`config.mk`:
```
export PLATFORM = sky130hd
export DESIGN_NAME = timer_counter
export DESIGN_NICKNAME = d
export VERILOG_FILES = /design/src/rtl/timer_counter.sv
export SDC_FILE = /design/constraint.sdc
export NUM_CORES = 1
export LEC_CHECK = 0
export BUFFER_PORTS_ARGS = -buffer_cell sky130_fd_sc_hd__buf_2
export CAP_MARGIN = 20
export CORE_MARGIN = 3
export CORE_UTILIZATION = 59
export DETAILED_ROUTE_END_ITERATION = 10
export GPL_ROUTABILITY_DRIVEN = 0
export PLACE_DENSITY = 0.93
export SLEW_MARGIN = 15
export SYNTH_ARGS = -nofsm -noshare
export SYNTH_HDL_FRONTEND = slang
export SYNTH_SLANG_ARGS = --single-unit
```
`constraint.sdc`:
```
create_clock -name clk -period 5.7 [get_ports clk]
set_clock_uncertainty 0.1 [all_clocks]
set_input_delay 1.71 -clock clk [delete_from_list [all_inputs] [get_ports clk]]
set_output_delay 1.71 -clock clk [all_outputs]
set_load 0.05 [all_outputs]
```
`src/rtl/timer_counter.sv`:
```
// timer_counter: memory-mapped countdown timer (clk, reset, Addr word address, WE, Din in; Dout read data, IRQ out)
module timer_counter #(
  parameter logic [31:0] BASE_ADDR = 32'h0000_7F00
) (
  input  logic        clk,
  input  logic        reset,
  input  logic [29:0] Addr,
  input  logic        WE,
  input  logic [31:0] Din,
  output logic [31:0] Dout,
  output logic        IRQ
);
  typedef enum logic [1:0] {IDLE, LOAD, CNT, INT} state_t;
  state_t      state, state_nxt;
  logic [3:0]  ctrl;
  logic [31:0] preset, count, count_nxt;
  logic        irq_flag, flag_set, flag_clr, en_clr;
  logic        hit, wr_ctrl, wr_preset;
  logic [1:0]  off;
  assign hit       = Addr[29:2] == BASE_ADDR[31:4];
  assign off       = Addr[1:0];
  assign wr_ctrl   = WE && hit && off == 2'd0;
  assign wr_preset = WE && hit && off == 2'd1;
  assign Dout = !hit ? 32'd0 : off == 2'd0 ? {28'd0, ctrl} : off == 2'd1 ? preset : off == 2'd2 ? count : 32'd0;
  assign IRQ  = ctrl[3] & irq_flag;
  always_comb begin
    state_nxt = state;
    count_nxt = count;
    flag_set  = 1'b0;
    flag_clr  = 1'b0;
    en_clr    = 1'b0;
    case (state)
      IDLE: state_nxt = ctrl[0] ? LOAD : IDLE;
      LOAD: begin
        count_nxt = preset;
        state_nxt = CNT;
      end
      CNT: begin
        if (!ctrl[0]) state_nxt = IDLE;
        else if (count > 32'd1) count_nxt = count - 32'd1;
        else begin
          count_nxt = 32'd0;
          flag_set  = 1'b1;
          state_nxt = INT;
        end
      end
      default: begin
        flag_clr  = ctrl[2:1] == 2'b01;
        en_clr    = ctrl[2:1] != 2'b01;
        state_nxt = ctrl[2:1] == 2'b01 ? LOAD : IDLE;
      end
    endcase
  end
  always_ff @(posedge clk) begin
    if (reset) begin
      state    <= IDLE;
      ctrl     <= 4'd0;
      preset   <= 32'd0;
      count    <= 32'd0;
      irq_flag <= 1'b0;
    end else begin
      state    <= state_nxt;
      count    <= count_nxt;
      ctrl     <= wr_ctrl ? Din[3:0] : {ctrl[3:1], ctrl[0] & ~en_clr};
      preset   <= wr_preset ? Din : preset;
      irq_flag <= (wr_ctrl || wr_preset || flag_clr) ? 1'b0 : flag_set ? 1'b1 : irq_flag;
    end
  end
endmodule
```
==> summary.md <==
| Metric | Value |
|---|---|
| Status | complete, no violations |
| Top cells by area, synth | dfxtp_1 (34%), mux2i_1 (9.8%), nor2_1 (9.3%) |
| Root Buffer | clkbuf_8 |
| Post-synth net total | 603 |
| Via/cell ratio | 6.523 |
| Worst-Skew Late Latency | 0.36 ns |
| Seq/Total Area, Yosys | 0.3397 |
| Area share of the largest cell type after synthesis | 0.3397 |
| Crit share post-route | 0.9203 |
| Clock power share | 0.465 |
| Clock Pin Slew Worst Setup and Hold Paths | 0.07 ns |
| Met3 Usage GRT | 0.07615 |
| Syn avg cell area | 7.806 sq um |
| Initial DRC Count | 552 |
| Sw Pwr | 0.2278 mW |
| DRC Markers | 0 |
| Area Growth Syn to Fin | 17.61% |
| Hold Fails Final Rpt | 0 |
| Wire per inst | 17.63 um |
| Crit path capture type | output pin |
| Cell-internal power | 0.7857 mW |
| Worst vdd ir | 0.1739 mV |
| DR pass1 iterations | 6 |
| Slew headroom | 0.2304 |
| Share of cells above drive strength 1 | 0.2313 |
| Gr usage total | 0.2989 |
| Sequential power share | 0.489 |
| Yosys top cell by area | dfxtp_1 |
| # diodes | 0 |
| Worst EP required | 3.89 ns |
| Die Wd | 90.21 um |
| CORE AREA | 6832 sq um |
| Max Fclk | 0.1906 GHz |
| Commonest cells in the synthesized netlist | nor2_1 (104), dfxtp_1 (71), o21ai_0 (47) |
| RSZ-0062 raised after global routing | no |
| Final setup violation count | 0 |
| Min cycle time layout | 5.245 ns |
| Total grt overflow | 0 |
| Max-cap violation count | 0 |
| Most numerous cell in the Yosys netlist | nor2_1 |
| Share of synthesized registers carrying an async set or reset | 0 |
| CTS sink cnt | 71 |
| Initial antenna violation count | 0 |
| Worst setup path category | input pin to output pin |
| Post-synthesis cell type count | 59 |
| Htree depth | 3 |
| Cts hold-fix bufs | 0 |
| Pwr per Cell Area | 206.0 nW/um^2 |
| Routed via count | 4631 |
| Ys flop type | dfxtp_1 |
| Met2 GRT Util | 0.4984 |
| Cts bufs inserted | 9 |
| Synth warn | 0 |
| Setup bufs post-CTS | 0 |
| Final nets | 676 |
| CTS tree | yes |
| Die extent in y | 90.21 um |
| IO buf count | 97 |
| Cell area after synthesis | 4184 sq um |
| Critical Path Start Type | input pin |
| First-pass GRT wire length | 20290 um |
| WHS | 0.4295 ns |
| Post-Route Setup TNS | 0 ns |
| Pleak | 1.917 nW |
| Logic pwr share | 0.046 |
| Final wirelength | 12510 um |
| Largest net degree at the start of global routing | 63 |
| Worst Max-Slew Pin Slew | 1.144 ns |
| Worst-path maximum fanout | 33 |
| Post-synth EDFFs | 0 |
| Met1 GRT Util | 0.3678 |
| Post-Syn Instances | 536 |
| Post-route ant nets | 0 |
| FP Rows | 30 |
| Register bit total from synthesis | 71 |
| Initial Util | 0.6125 |
| Sw frac | 0.2248 |
| GR peak layer | met2 |
| # IOs | 98 |
| Clock buffer depth | 2 |
| Post-detail-place hpwl | 8255 um |
| Hold Crit Class | flop to flop |
| Final Power | 1.014 mW |
| Arrival time worst endpoint | 3.44 ns |
| Fin. max-slew vios | 0 |
| Vias in the first global route | 4364 |
| Post-CTS Resized | 0 |
| Die area | 8138 sq um |
[registers in the layout, indices dropped and copies added, names as in the netlist]
name      cells
count        32
state         2
preset       32
ctrl          4
irq_flag      1
[cells by family (layout without fill, tap and decap cells)]
| kind of cell | after synthesis | after routing | share of synthesized area |
|---|---|---|---|
| buffers and inverters | 52 | 130 | 0.04875 |
| multiplexers | 41 | 41 | 0.09809 |
| adder cells (fa/ha/maj) | 2 | 2 | 0.005980 |
| XOR/XNOR | 3 | 3 | 0.006281 |
| AND/OR/NAND/NOR | 196 | 196 | 0.2255 |
| flip-flops | 71 | 71 | 0.3397 |
| AO/OA/AOI/OAI | 171 | 171 | 0.2757 |
[power groups by stage]
stage / sequential, mW / clock (mW) / combinational [mW]
final: 0.495 / 0.471 / 0.0468
after global routing: 0.495 / 0.489 / 0.0509
after CTS: 0.495 / 0.473 / 0.0461
after detailed placement: 0.507 / 0 / 0.0458
after global placement: 0.507 / 0 / 0.0438
after floorplan: 0.507 / 0 / 0.0173
[cell usage in the layout (no fill, tap or decap), drive strengths merged, types with 14 or more instances in the layout]
cell type	n
nand2	19
mux2i	41
nor2	104
o21ai	47
nor4	14
a21oi	34
a22oi	28
buf	103
a211oi	15
dfxtp	71
[area by class of cell]
| class | instances | area, sq um |
|---|---|---|
| Clock inverter | 5 | 80.08 |
| Clock buffer | 11 | 151.4 |
| Timing Repair Buffer | 103 | 538.0 |
| Multi-Input combinational cell | 413 | 2569 |
| Sequential cell | 71 | 1421 |
| Tap cell | 96 | 120.1 |
| Fill cell | 530 | 1911 |
| Inverter | 11 | 41.29 |
[worst paths after layout]
| check | from | end | slack, ns | depth (start not counted) |
|---|---|---|---|---|
| worst max-delay path | Addr[15] | Dout[25] | 0.45 | 6 |
| worst min register to register | preset[25] | preset[25] | 0.43 | 2 |
| worst max register to register | state[1] | count[17] | 2.42 | 4 |
| worst min-delay path | preset[25] | preset[25] | 0.43 | 2 |
[through the flow]
stage	cell area, sq um	std cells	setup WS [ns]	util
final	4921	710	0.4545	0.7203
after global routing	4921	710	0.3147	0.7203
after CTS	4906	709	0.4365	0.7181
after detailed placement	4674	693	0.4389	0.6842
after global placement	4674	693	0.5627	0.6842
after floorplan	4184	536	0.4307	-
[layer usage]
layer / share of wire / up-vias / wire, um
li1: - / 2127 / -
met1: 0.38 / 2115 / 4806
met2: 0.48 / 334 / 6023
met3: 0.10 / 55 / 1277
met4: 0.032 / 0 / 406
met5: 0 / - / 0
[critical path, stage by stage]
cell     delay, ns
buf_2         0.10
nor4b_1       0.30
nand4_1       0.19
or2_2         0.61
nor2_1        0.23
buf_2         0.29
Power figures use the tool's default switching activity.
